[src/rtl/nv_fifo_256x8_ctrl.sv]
// rtl/nv_fifo_256x8_ctrl.sv - 258-deep x 8 valid/ready FIFO controller for a 256x8 registered-read RAM
//
// Ports:
//   nvdla_core_clk, nvdla_core_rstn   clock, asynchronous active-low reset
//   wr_pvld / wr_prdy / wr_pd         producer side (wr_prdy is registered)
//   rd_pvld / rd_prdy / rd_pd         consumer side, head of the 2-entry output stage
//   ram_wa / ram_we / ram_di          RAM write port
//   ram_ra / ram_re / ram_dout        RAM read port, dout valid the cycle after ram_re
//   fifo_cnt                          entries held: RAM + in-flight read + output stage
//
// Build option: define NV_FIFO_CTRL_BYPASS_EN to let pushes into an otherwise
// empty pipeline go straight to the output stage (1-cycle empty latency).

module nv_fifo_256x8_ctrl (
  input  logic       nvdla_core_clk,
  input  logic       nvdla_core_rstn,
  input  logic       wr_pvld,
  output logic       wr_prdy,
  input  logic [7:0] wr_pd,
  output logic       rd_pvld,
  input  logic       rd_prdy,
  output logic [7:0] rd_pd,
  output logic [7:0] ram_wa,
  output logic       ram_we,
  output logic [7:0] ram_di,
  output logic [7:0] ram_ra,
  output logic       ram_re,
  input  logic [7:0] ram_dout,
  output logic [9:0] fifo_cnt
);

  logic [7:0] wr_adr;
  logic [7:0] rd_adr;
  logic [8:0] ram_cnt;
  logic [8:0] ram_cnt_next;
  logic       inflight;
  logic [1:0] out_cnt;
  logic [1:0] out_cnt_next;
  logic [1:0] keep_cnt;
  logic [7:0] head;
  logic [7:0] tail;
  logic       push;
  logic       pop;
  logic       bypass;
  logic       cap_vld;
  logic [7:0] cap_data;

  assign rd_pvld  = (out_cnt != 2'd0);
  assign rd_pd    = head;
  assign ram_wa   = wr_adr;
  assign ram_ra   = rd_adr;
  assign fifo_cnt = {1'b0, ram_cnt} + {9'd0, inflight} + {8'd0, out_cnt};

  always_comb begin
    push     = wr_pvld & wr_prdy;
    pop      = rd_pvld & rd_prdy;
    // Occupancy of the output stage once this cycle's pop has left it.
    keep_cnt = out_cnt - {1'b0, pop};
`ifdef NV_FIFO_CTRL_BYPASS_EN
    // Safe only when nothing older is in the RAM or on its read port.
    bypass   = push & (ram_cnt == 9'd0) & ~inflight & (keep_cnt != 2'd2);
`else
    bypass   = 1'b0;
`endif
    // Registered ram_cnt: a word written this cycle is never read this cycle,
    // so the macro's read/write bypass is never relied upon.
    ram_re       = (ram_cnt != 9'd0) & ((keep_cnt + {1'b0, inflight}) < 2'd2);
    ram_we       = push & ~bypass;
    ram_di       = ram_we ? wr_pd : 8'd0;
    ram_cnt_next = ram_cnt + {8'd0, ram_we} - {8'd0, ram_re};
    // inflight and bypass are mutually exclusive by construction.
    cap_vld      = inflight | bypass;
    cap_data     = inflight ? ram_dout : wr_pd;
    out_cnt_next = keep_cnt + {1'b0, cap_vld};
  end

  always_ff @(posedge nvdla_core_clk or negedge nvdla_core_rstn) begin
    if (!nvdla_core_rstn) begin
      wr_adr   <= 8'd0;
      rd_adr   <= 8'd0;
      ram_cnt  <= 9'd0;
      inflight <= 1'b0;
      out_cnt  <= 2'd0;
      head     <= 8'd0;
      tail     <= 8'd0;
      wr_prdy  <= 1'b0;
    end else begin
      if (ram_we) begin
        wr_adr <= wr_adr + 8'd1;
      end
      if (ram_re) begin
        rd_adr <= rd_adr + 8'd1;
      end
      ram_cnt  <= ram_cnt_next;
      inflight <= ram_re;
      wr_prdy  <= (ram_cnt_next != 9'd256);
      out_cnt  <= out_cnt_next;
      // Incoming word lands in the first slot free after the pop; ram_dout is
      // sampled on this edge only.
      if (cap_vld && (keep_cnt == 2'd0)) begin
        head <= cap_data;
      end else if (pop) begin
        head <= tail;
      end
      if (cap_vld && (keep_cnt == 2'd1)) begin
        tail <= cap_data;
      end
    end
  end

endmodule

[config.mk]
export PLATFORM = sky130hd
export DESIGN_NAME = nv_fifo_256x8_ctrl
export DESIGN_NICKNAME = d
export VERILOG_FILES = /design/src/rtl/nv_fifo_256x8_ctrl.sv
export SDC_FILE = /design/constraint.sdc
export NUM_CORES = 1
export LEC_CHECK = 0
export CORE_MARGIN = 1.5
export CORE_UTILIZATION = 53
export DETAILED_ROUTE_END_ITERATION = 10
export GPL_ROUTABILITY_DRIVEN = 0
export PLACE_DENSITY = 0.85
export SLEW_MARGIN = 20
export SYNTH_ARGS = -nofsm -noshare
export SYNTH_HDL_FRONTEND = slang
export SYNTH_SLANG_ARGS = --single-unit
export TNS_END_PERCENT = 5
[constraint.sdc]
create_clock -name nvdla_core_clk -period 10.4 [get_ports nvdla_core_clk]
set_clock_uncertainty 0.05 [all_clocks]
set_input_delay 2.08 -clock nvdla_core_clk [delete_from_list [all_inputs] [get_ports nvdla_core_clk]]
set_output_delay 2.08 -clock nvdla_core_clk [all_outputs]
set_load 0.005 [all_outputs]
# Word-level counts from Yosys, hierarchy flattened
# Index checks and enable logic that the tools add are counted.
totals:
  latch_bits: 0
  register_bits: 45
  out_inout_bits: 46
  ram_bits: 0
  input_bits: 20
  word_cells: 32
  mem_bits_ro: 0
  memories: 0
classes:
  bitwise_logic: 3
  shifts: 0
  n_mul: 0
  n_eq_ne: 2
  n_lt_le_gt_ge: 1
  add_sub_neg: 8
  n_reduce_logical: 6
  n_div: 0
  mux: 4
ops:
  columns: ["op", "count"]
  rows:
  - ["$mux 8", 4]
  - ["$add 8x1->8 const B", 2]
  - ["$add 10x2->10", 1]
  - ["$add 9x1->10", 1]
  - ["$add 9x1->9", 1]
  - ["$ne 9x9->1 const B", 1]
  - ["$reduce_bool 9->1", 1]
  - ["$sub 9x1->9", 1]
  - ["$reduce_bool 2->1", 2]
  - ["$and 1x1->1", 3]
  - ["$add 2x1->2", 1]
  - ["$eq 2x1->1 const B", 1]
  - ["$logic_and 1x1->1", 2]
  - ["$logic_not 2->1", 1]
  - ["$lt 2x2->1 const B", 1]
  - ["$sub 2x1->2", 1]

# Depth between registers and ports, before layout
# Gate-level depths: netlist of run 1.
depth:
  word_depth: 8
  ltp_mapped: 18
  ltp_nobuf: 18

# Worst setup path after synthesis of run 1
# No wires, ideal clock.
synth_timing:
  kind: "input to output"
  startpoint: "in rd_prdy"
  endpoint: "out ram_re"
  setup_slack_ns: 4.855
  stages: 7
  required_time_ns: 8.270
  n_path_buf: 0
  arrival_ns: 3.415
  path_cell_list: "nand2_1 inv_1 ha_1 inv_1 ha_1 xor3_1 a31oi_2"
synth_via:
  elab_chain_len: 5
synth_lines:
  columns: ["item", "line", "source"]
  rows:
  - ["start, declared", "21", "input logic rd_prdy,"]
  - ["$and 1x1->1", "56", "pop = rd_pvld & rd_prdy;"]
  - ["$sub 2x1->2", "58", "keep_cnt = out_cnt - {1'b0, pop};"]
  - ["$add 2x1->2", null, null]
  - ["via out_cnt_next[1]", "38", "logic [1:0] out_cnt_next;"]
  - ["$lt 2x2->1", "67", "ram_re = (ram_cnt != 9'd0) & ((keep_cnt + {1'b0, inflight}) < 2'd2);"]
  - ["$and 1x1->1", "67", null]
  - ["end, declared", "27", "output logic ram_re,"]
# The timed path passes the listed nets, and every way through them passes these cells.

# Worst setup path in the final report of run 1
# Ends and elaborated chain as after synthesis.

==> flow_metrics.env, run 1 <==
export IMPL_whs_endpoint="ram_wa[7]"
export IMPL_cts_resizes=0
export IMPL_port_buffers=65
export IMPL_worstSetupPathDepth=9
export IMPL_clk_pin_slew_worst_paths_ps=80
export IMPL_comb_power_share=0.622
export IMPL_slew_violations=0
export IMPL_synthesis_nets=291
export IMPL_grt_setup_unrepaired="false"
export IMPL_cellInternalPower_mw=0.7839
export IMPL_detail_route_wl_per_cell_um=14.54
export IMPL_hold_class="flop to flop"
export IMPL_vdd_ir_drop_worst_uv=253.4
export IMPL_starting_utilization_of_the_core_area=0.5503
export IMPL_area_growth_synth_to_final_pct=31.71
export IMPL_design_die_area_sq_mm=0.005367
export IMPL_clockRootBuffer="sky130_fd_sc_hd__clkbuf_8"
export IMPL_netSwitchingPower_mw=0.5272
export IMPL_cp_top_delay_family="buffers and inverters"
export IMPL_num_nets_final=358
export IMPL_cp_end_kind="output port"
export IMPL_crit_path_max_incr_delay_ps=600
export IMPL_fin_crit_sh=0.6581
export IMPL_yosys_cell_types_count=38
export IMPL_pre_repair_dr_iteration_count=4
export IMPL_antenna_violations_before_repair=0
export IMPL_post_synth_most_frequent_cells="45 x sky130_fd_sc_hd__dfrtp_1, 23 x sky130_fd_sc_hd__ha_1, 21 x sky130_fd_sc_hd__inv_1, 19 x sky130_fd_sc_hd__xnor2_1, 16 x sky130_fd_sc_hd__nand2_1"
export IMPL_final_fill_count=361
export IMPL_worst_slew_margin_rel=0.5911
export IMPL_global_route_overflow_total=0
export IMPL_r2r_end="wr_prdy"
export IMPL_die_y_um=73.26
export IMPL_cts_made_buffers=5
export IMPL_r2r_setup_slk_ps=5710
export IMPL_ant_nets=0
export IMPL_power_frac_clock=0.105
export IMPL_post_synth_inst_count=245
export IMPL_hold_path_startpoint="ram_wa[7]"
export IMPL_critPathLaunchType="input pin"
export IMPL_setup_viol_count_final=0
export IMPL_switching_share=0.4021
export IMPL_rows=25
export IMPL_layout_drive_gt1_share=0.07987
export IMPL_timing_final_crit_period_ps=6844
export IMPL_grt_pass1_wl_um=9011
export IMPL_worst_pin_slew_ps=613.3
export IMPL_depth_of_the_worst_hold_timing_path=1
export IMPL_crit_fanout=9
export IMPL_yosys_register_bits=45
export IMPL_placed_area_sq_mm=0.003327
export IMPL_grt_pass1_vias=1970
export IMPL_worst_skew_pair_later_pin_latency_ps=300
export IMPL_cts_path_max_buffers=2
export IMPL_drt_first_iter_violations=122
export IMPL_htreeDepth=2
export IMPL_core_sq_mm=0.004755
export IMPL_crit_required_ps=8270
export IMPL_synth_top_area_frac=0.4304
export IMPL_critPathBufInv=4
export IMPL_final_core_util=0.7247
export IMPL_drt_vias_per_instance=5.255
export IMPL_detailedPlace_worstSlack_ps=3618
export IMPL_syn_avg_cell_area_sq_um=10.68
export IMPL_synth_edf_count=0
export IMPL_drt_drc_violations_left=0
export IMPL_postSynth_asyncResetShare=1.000
export IMPL_syn_cell_area_sq_mm=0.002616
export IMPL_fin_hold_ws_ps=419.0
export IMPL_drt_total_wl_um=5524
export IMPL_seq_area_frac_synth=0.4304
export IMPL_timing_critical_path_arrival_ps=4710
export IMPL_critical_path_reg2reg_startpoint="out_cnt[1]"
export IMPL_r2r_worst_path_cells=18
export IMPL_grt_use_total=0.2211
export IMPL_static_leakage_power_nw=1.590
export IMPL_maxClockFrequency_mhz=146.1
export IMPL_grt_start_max_net_pins=46
export IMPL_cap_violations=0
export IMPL_synth_area_leaders="sky130_fd_sc_hd__dfrtp_1 43%, sky130_fd_sc_hd__ha_1 11%, sky130_fd_sc_hd__xnor2_1 6.4%"
export IMPL_timing_final_hold_violations=0
export IMPL_pwr_share_seq=0.274
export IMPL_finalWorstSetupSlack_ps=3556
export IMPL_ys_warnings_count=0
export IMPL_dp_hpwl_um=4036
export IMPL_crit_path_top_delay_cell="sky130_fd_sc_hd__clkdlybuf4s50_1"
export IMPL_top_level_ports=66
export IMPL_ys_flop_type="sky130_fd_sc_hd__dfrtp_1"
export IMPL_yosys_cell_count_top_type="sky130_fd_sc_hd__dfrtp_1"
export IMPL_num_vias=1997
export IMPL_power_density_mw_per_mm2=380.5
export IMPL_tns_ps=0
export IMPL_cp_cell_sequence="clkdlybuf4s50_1 -> nand2_1 -> inv_1 -> ha_1 -> inv_1 -> ha_1 -> xor3_1 -> a31oi_2 -> clkdlybuf4s50_1"
export IMPL_dp_cells=372
export IMPL_tritoncts="built"
export IMPL_count_of_inserted_antenna_diode_cells=0
export IMPL_critPathKind="input pin to output port"
export IMPL_floorplan_die_width_um=73.26
export IMPL_final_instance_count_excl_fillers=380
export IMPL_post_cts_repair_setup_buffers=0
export IMPL_clkSinkCount=45
export IMPL_synth_area_leader_cell="sky130_fd_sc_hd__dfrtp_1"
export IMPL_run_status="completed"
export IMPL_design_power_total_mw=1.311
export IMPL_cts_hold_buffers_added=0
export IMPL_design_area_sq_mm=0.003446
[cell type report]
class | count | area [sq um] | share of cell area
multi-input cells | 174 | 1393 | 0.4041
clock inverters | 1 | 30.03 | 0.008715
inverters | 21 | 78.83 | 0.02288
repair buffers | 65 | 648.1 | 0.1881
flip-flops and latches | 45 | 1126 | 0.3268
clock buffers | 7 | 86.33 | 0.02505
well taps | 67 | 83.83 | 0.02433
[cell usage in the layout (no fill, tap or decap), types with 3 or more instances in the layout]
cell type                         count
sky130_fd_sc_hd__clkdlybuf4s50_1     64
sky130_fd_sc_hd__and3_1              11
sky130_fd_sc_hd__a21oi_1             13
sky130_fd_sc_hd__xor2_1               8
sky130_fd_sc_hd__o21ai_0             11
sky130_fd_sc_hd__nor2b_1              3
sky130_fd_sc_hd__nand3_1              5
sky130_fd_sc_hd__nand2_1             16
sky130_fd_sc_hd__mux2_2              10
sky130_fd_sc_hd__nor2_1              12
sky130_fd_sc_hd__mux2i_1              9
sky130_fd_sc_hd__dfrtp_1             45
sky130_fd_sc_hd__ha_1                23
sky130_fd_sc_hd__inv_1               21
sky130_fd_sc_hd__xnor2_1             19
sky130_fd_sc_hd__fa_1                 3
sky130_fd_sc_hd__clkbuf_8             6
sky130_fd_sc_hd__nand4_1              5
[logic make-up (layout without fill, tap and decap cells)]
kind of cell,Yosys count,count (layout),share of synthesized area
AND/OR/NAND/NOR,65,65,0.1339
adder cells (fa/ha/maj),26,26,0.1330
XOR/XNOR,28,28,0.09947
buffers and inverters,26,94,0.03731
multiplexers,19,19,0.07748
AO/OA/AOI/OAI,36,36,0.08847
flip-flops,45,45,0.4304
[how the worst max path moves through the flow]
stage                     startpoint  endpoint
final                        rd_prdy    ram_re
after global routing         rd_prdy    ram_re
after CTS                    rd_prdy    ram_re
after detailed placement     rd_prdy    ram_re
after global placement       rd_prdy    ram_re
after floorplan              rd_prdy    ram_re
[state kept, by name, summed over array words and instances (netlist names)]
signal / count
out_cnt: 2
wr_prdy: 1
ram_cnt: 9
ram_wa: 8
rd_pd: 8
cap_vld: 1
tail: 8
ram_ra: 8
[per-layer routing]
metal / part of all wire / wire length [um] / vias to the layer above / GRT usage
met3: 0.039 / 215 / 9 / 0.05075
met2: 0.51 / 2821 / 53 / 0.3808
met1: 0.43 / 2396 / 963 / 0.2721
met5: 0 / 0 / - / 0
li1: - / - / 972 / -
met4: 0.016 / 90 / 0 / 0.07757
[power by group through the flow]
stage	sequential [mW]	combinational (mW)	clock [mW]
2_1_floorplan	0.339	0.515	0
3_3_place_gp	0.358	0.772	0
3_5_place_dp	0.363	0.802	0
4_1_cts	0.360	0.819	0.140
5_1_grt	0.374	0.902	0.147
6_report	0.359	0.815	0.137
Note: power is estimated with default switching activity, not from simulation.
==> run 2, diff against run 1 <==
CORE_UTILIZATION = 45   (was 53)
PLACE_DENSITY = 0.77   (was 0.85)
clock period = 5.7 ns   (was 10.4 ns; I/O delays follow)
==> flow_metrics.env, run 2 (synthesis gave the netlist of run 1 again) <==
export IMPL_port_buffers=65
export IMPL_cellInternalPower_mw=1.381
export IMPL_depth_of_the_worst_hold_timing_path=1
export IMPL_cts_resizes=0
export IMPL_post_cts_repair_setup_buffers=0
export IMPL_setup_viol_count_final=0
export IMPL_clockRootBuffer="sky130_fd_sc_hd__clkbuf_8"
export IMPL_vdd_ir_drop_worst_uv=401.9
export IMPL_core_sq_mm=0.005574
export IMPL_critPathLaunchType="input pin"
export IMPL_htreeDepth=2
export IMPL_num_vias=1944
export IMPL_die_y_um=79.25
export IMPL_maxClockFrequency_mhz=210.8
export IMPL_r2r_worst_path_cells=18
export IMPL_cts_made_buffers=5
export IMPL_grt_start_max_net_pins=46
export IMPL_grt_setup_unrepaired="false"
export IMPL_drt_first_iter_violations=82
export IMPL_cp_end_kind="output port"
export IMPL_slew_violations=0
export IMPL_timing_final_crit_period_ps=4745
export IMPL_hold_path_startpoint="ram_wa[7]"
export IMPL_global_route_overflow_total=0
export IMPL_worst_skew_pair_later_pin_latency_ps=300
export IMPL_top_level_ports=66
export IMPL_r2r_end="wr_prdy"
export IMPL_floorplan_die_width_um=79.25
export IMPL_crit_required_ps=4510
export IMPL_critical_path_reg2reg_startpoint="out_cnt[1]"
export IMPL_tns_ps=0
export IMPL_max_reg_flops=9
export IMPL_regMostFlops="ram_cnt"
export IMPL_ant_nets=0
export IMPL_critPathKind="input pin to output port"
export IMPL_fin_crit_sh=0.8324
export IMPL_count_of_inserted_antenna_diode_cells=0
export IMPL_clk_pin_slew_worst_paths_ps=80
export IMPL_clkSinkCount=45
export IMPL_drt_vias_per_instance=5.036
export IMPL_grt_pass1_wl_um=8618
export IMPL_whs_endpoint="ram_wa[7]"
export IMPL_design_power_total_mw=2.312
export IMPL_grt_use_total=0.1777
export IMPL_power_frac_clock=0.082
export IMPL_layout_cells_most_common="sky130_fd_sc_hd__clkdlybuf4s50_1"
export IMPL_crit_fanout=9
export IMPL_pre_repair_dr_iteration_count=4
export IMPL_r2r_setup_slk_ps=1440
export IMPL_worst_pin_slew_ps=591.0
export IMPL_detail_route_wl_per_cell_um=13.79
export IMPL_starting_utilization_of_the_core_area=0.4694
export IMPL_rows=27
export IMPL_drt_drc_violations_left=0
export IMPL_area_growth_synth_to_final_pct=30.94
export IMPL_design_die_area_sq_mm=0.006281
export IMPL_worst_slew_margin_rel=0.6060
export IMPL_dp_hpwl_um=3966
export IMPL_cap_violations=0
export IMPL_power_density_mw_per_mm2=675.0
export IMPL_comb_power_share=0.635
export IMPL_timing_critical_path_arrival_ps=3550
export IMPL_final_fill_count=509
export IMPL_switching_share=0.4028
export IMPL_mostFrequentLayoutCells="64 x sky130_fd_sc_hd__clkdlybuf4s50_1, 45 x sky130_fd_sc_hd__dfrtp_1, 23 x sky130_fd_sc_hd__ha_1"
export IMPL_layout_drive_gt1_share=0.08280
export IMPL_static_leakage_power_nw=1.582
export IMPL_pwr_share_seq=0.283
export IMPL_antenna_violations_before_repair=0
export IMPL_timing_final_hold_violations=0
export IMPL_drt_total_wl_um=5322
export IMPL_fin_hold_ws_ps=418.2
export IMPL_hold_class="flop to flop"
export IMPL_tritoncts="built"
export IMPL_netSwitchingPower_mw=0.9314
export IMPL_num_nets_final=359
export IMPL_cts_hold_buffers_added=0
export IMPL_run_status="completed"
export IMPL_cts_path_max_buffers=2
export IMPL_grt_pass1_vias=1830
[run 2: critical path: stages]
cell	delay [ps]
sky130_fd_sc_hd__clkdlybuf4s50_1	400
sky130_fd_sc_hd__nand2_1	290
sky130_fd_sc_hd__inv_1	80
sky130_fd_sc_hd__ha_1	290
sky130_fd_sc_hd__inv_1	70
sky130_fd_sc_hd__ha_1	150
sky130_fd_sc_hd__xor3_1	250
sky130_fd_sc_hd__a31oi_2	180
sky130_fd_sc_hd__buf_4	180
sky130_fd_sc_hd__clkdlybuf4s50_1	510
[run 2: routing by layer]
metal | vias to the layer above | global-route usage | routed length [um]
met1 | 911 | 0.2288 | 2355
met5 | - | 0 | 0
met3 | 6 | 0.03678 | 222
met2 | 45 | 0.2966 | 2699
met4 | 0 | 0.06140 | 44
li1 | 982 | - | -
[run 2: layout make-up]
| class | count | area (sq um) | area share |
|---|---|---|---|
| Inverter | 21 | 78.83 | 0.02301 |
| Multi-Input combinational cell | 174 | 1393 | 0.4065 |
| Tap cell | 72 | 90.09 | 0.02630 |
| Clock buffer | 6 | 72.57 | 0.02118 |
| Timing Repair Buffer | 66 | 655.6 | 0.1914 |
| Sequential cell | 45 | 1126 | 0.3287 |
| Clock inverter | 2 | 10.01 | 0.002922 |
[run 2: power by group through the flow]
stage | logic (mW) | clock network (mW) | registers, mW
after floorplan | 0.940 | 0 | 0.619
after global placement | 1.44 | 0 | 0.656
after detailed placement | 1.47 | 0 | 0.665
after CTS | 1.49 | 0.196 | 0.660
after global routing | 1.63 | 0.206 | 0.687
final | 1.47 | 0.189 | 0.655
[run 2: worst max path at each step]
stage | to | start | slack, ps | cells after the start
global placement | wr_prdy | rd_prdy | 750 | 18
floorplan | wr_prdy | rd_prdy | 1150 | 17
finish | ram_re | rd_prdy | 960 | 10
CTS | ram_re | rd_prdy | 920 | 10
detailed placement | wr_prdy | rd_prdy | 680 | 18
global route | wr_prdy | rd_prdy | 780 | 18
[run 2: metrics by stage]
step / utilization / std cells / instance area [sq um] / setup slack [ps]
after detailed placement: 0.5993 / 378 / 3341 / 675.4
after global routing: 0.6146 / 386 / 3426 / 783.8
after CTS: 0.6141 / 386 / 3423 / 918.1
final: 0.6146 / 386 / 3426 / 955.1
after global placement: 0.5993 / 378 / 3341 / 751.4
after floorplan: - / 245 / 2616 / 1150
==> run 3, diff against run 2 <==
clock period = 4 ns   (was 5.7 ns; I/O delays follow)
==> flow_metrics.env, run 3 (synthesis gave the netlist of run 1 again) <==
export IMPL_run_status="completed"
export IMPL_floorplan_die_width_um=79.25
export IMPL_tns_ps=0
export IMPL_clk_pin_slew_worst_paths_ps=80
export IMPL_dp_hpwl_um=4076
export IMPL_rows=27
export IMPL_vdd_ir_drop_worst_uv=589.5
export IMPL_grt_use_total=0.1872
export IMPL_num_nets_final=368
export IMPL_pre_repair_dr_iteration_count=3
export IMPL_antenna_violations_before_repair=0
export IMPL_multi_input_gate_area_sq_mm=0.001449
export IMPL_final_core_util=0.6366
export IMPL_max_reg_flops=9
export IMPL_design_area_sq_mm=0.003548
export IMPL_grt_pass1_wl_um=9128
export IMPL_drt_drc_violations_left=0
export IMPL_critPathLaunchType="input pin"
export IMPL_regMostFlops="ram_cnt"
export IMPL_final_fill_count=453
export IMPL_ant_nets=0
export IMPL_layout_drive_gt1_share=0.1300
export IMPL_count_of_inserted_antenna_diode_cells=0
export IMPL_worst_pin_slew_ps=558.3
export IMPL_hold_class="flop to flop"
export IMPL_area_growth_synth_to_final_pct=35.63
export IMPL_grt_pass1_vias=2013
export IMPL_crit_fanout=2
export IMPL_slew_violations=0
export IMPL_top_level_ports=66
export IMPL_global_route_overflow_total=0
export IMPL_num_vias=1975
export IMPL_grt_start_max_net_pins=46
export IMPL_path_common_cell="sky130_fd_sc_hd__inv_1"
export IMPL_die_y_um=79.25
export IMPL_static_leakage_power_nw=1.628
export IMPL_regArea_sq_mm=0.001126
export IMPL_drt_total_wl_um=5266
export IMPL_placed_area_sq_mm=0.003417
export IMPL_cts_path_max_buffers=2
export IMPL_detail_route_wl_per_cell_um=13.33
export IMPL_crit_path_max_incr_delay_ps=520
export IMPL_worst_slew_margin_rel=0.6278
export IMPL_power_density_mw_per_mm2=996.8
export IMPL_layout_cells_most_common="sky130_fd_sc_hd__clkdlybuf4s50_1"
export IMPL_port_buffers=65
export IMPL_timing_critical_path_arrival_ps=4030
export IMPL_timing_final_crit_period_ps=3917
export IMPL_cp_end_kind="flop"
export IMPL_drt_first_iter_violations=103
export IMPL_mostFrequentLayoutCells="63 x sky130_fd_sc_hd__clkdlybuf4s50_1, 45 x sky130_fd_sc_hd__dfrtp_1, 20 x sky130_fd_sc_hd__inv_1, 20 x sky130_fd_sc_hd__ha_1, 19 x sky130_fd_sc_hd__xnor2_1"
export IMPL_htreeDepth=2
export IMPL_critPathKind="input pin to flop"
export IMPL_core_sq_mm=0.005574
export IMPL_cap_violations=0
export IMPL_crit_required_ps=4120
export IMPL_timing_final_hold_violations=0
export IMPL_grt_setup_unrepaired="false"
export IMPL_cp_cell_sequence="dlygate4sd2_1 -> nand2_4 -> inv_1 -> ha_4 -> inv_2 -> ha_2 -> xor3_1 -> a31oi_4 -> ha_1 -> inv_1 -> ha_2 -> inv_1 -> fa_2 -> inv_1 -> or3_4 -> a2111oi_4 -> nand4bb_1"
export IMPL_design_power_total_mw=3.537
export IMPL_crit_path_top_delay_cell="sky130_fd_sc_hd__fa_2"
export IMPL_cts_made_buffers=5
export IMPL_fin_hold_ws_ps=420.7
export IMPL_design_die_area_sq_mm=0.006281
export IMPL_drt_vias_per_instance=5.000
export IMPL_clkSinkCount=45
export IMPL_clockRootBuffer="sky130_fd_sc_hd__clkbuf_8"
export IMPL_tritoncts="built"
export IMPL_cts_hold_buffers_added=0
export IMPL_maxClockFrequency_mhz=255.3
export IMPL_starting_utilization_of_the_core_area=0.4694
export IMPL_fin_crit_sh=0.9793
export IMPL_setup_viol_count_final=0
export IMPL_worst_skew_pair_later_pin_latency_ps=290
-- run 3: final timing paths --
path / startpoint / end / slack (ps) / depth (start not counted)
setup / recovery: rd_prdy / wr_prdy / 80 / 17
hold / removal: ram_wa[7] / ram_wa[7] / 420 / 1
setup reg to reg: out_cnt[1] / wr_prdy / 190 / 17
hold reg to reg: ram_wa[7] / ram_wa[7] / 420 / 1
max in group asynchronous: nvdla_core_rstn / ram_cnt[7] / 3080 / 1
min in group asynchronous: nvdla_core_rstn / out_cnt[0] / 440 / 1
-- run 3: where the power goes --
group / total, mW / switching, mW / leakage (nW) / internal (mW)
registers: 0.901 / 0.202 / 0.529 / 0.699
clock network: 0.267 / 0.146 / 0.0450 / 0.121
logic: 2.37 / 1.06 / 1.05 / 1.31
-- run 3: what timing repair did --
action | 4_1_cts | 5_1_grt
endpoints found under the setup margin | 1 | 1
hold endpoints to repair | 0 | 0
pin swaps | 0 | 2
gates resized for setup | 4 | 5
setup buffers | 1 | 0
-- run 3: worst max-delay path, delay by kind of cell --
| kind | cells | cell delay [ps] |
|---|---|---|
| buf+inv | 6 | 540 |
| fa+ha+maj | 5 | 1320 |
| simple gates | 3 | 580 |
| xor+xnor | 1 | 270 |
| compound gates | 2 | 510 |
-- run 3: per-layer routing --
layer / routed length (um) / GRT usage
met5: 0 / 0
met4: 71 / 0.05789
met3: 178 / 0.03793
met2: 2678 / 0.3145
met1: 2338 / 0.2426
-- run 3: per-stage QoR --
step | std cells | worst slack, ps
global placement | 386 | -375.5
floorplan | 245 | 17.58
global route | 395 | 2.462
detailed placement | 386 | -503.1
CTS | 395 | 38.55
finish | 395 | 82.83
-- run 3: final cells by class --
cell class / count / share of cell area
clock buffers: 6 / 0.02045
well taps: 72 / 0.02539
clock inverters: 2 / 0.002821
flip-flops and latches: 45 / 0.3173
inverters: 21 / 0.02221
multi-input cells: 174 / 0.4083
repair buffers: 75 / 0.2035
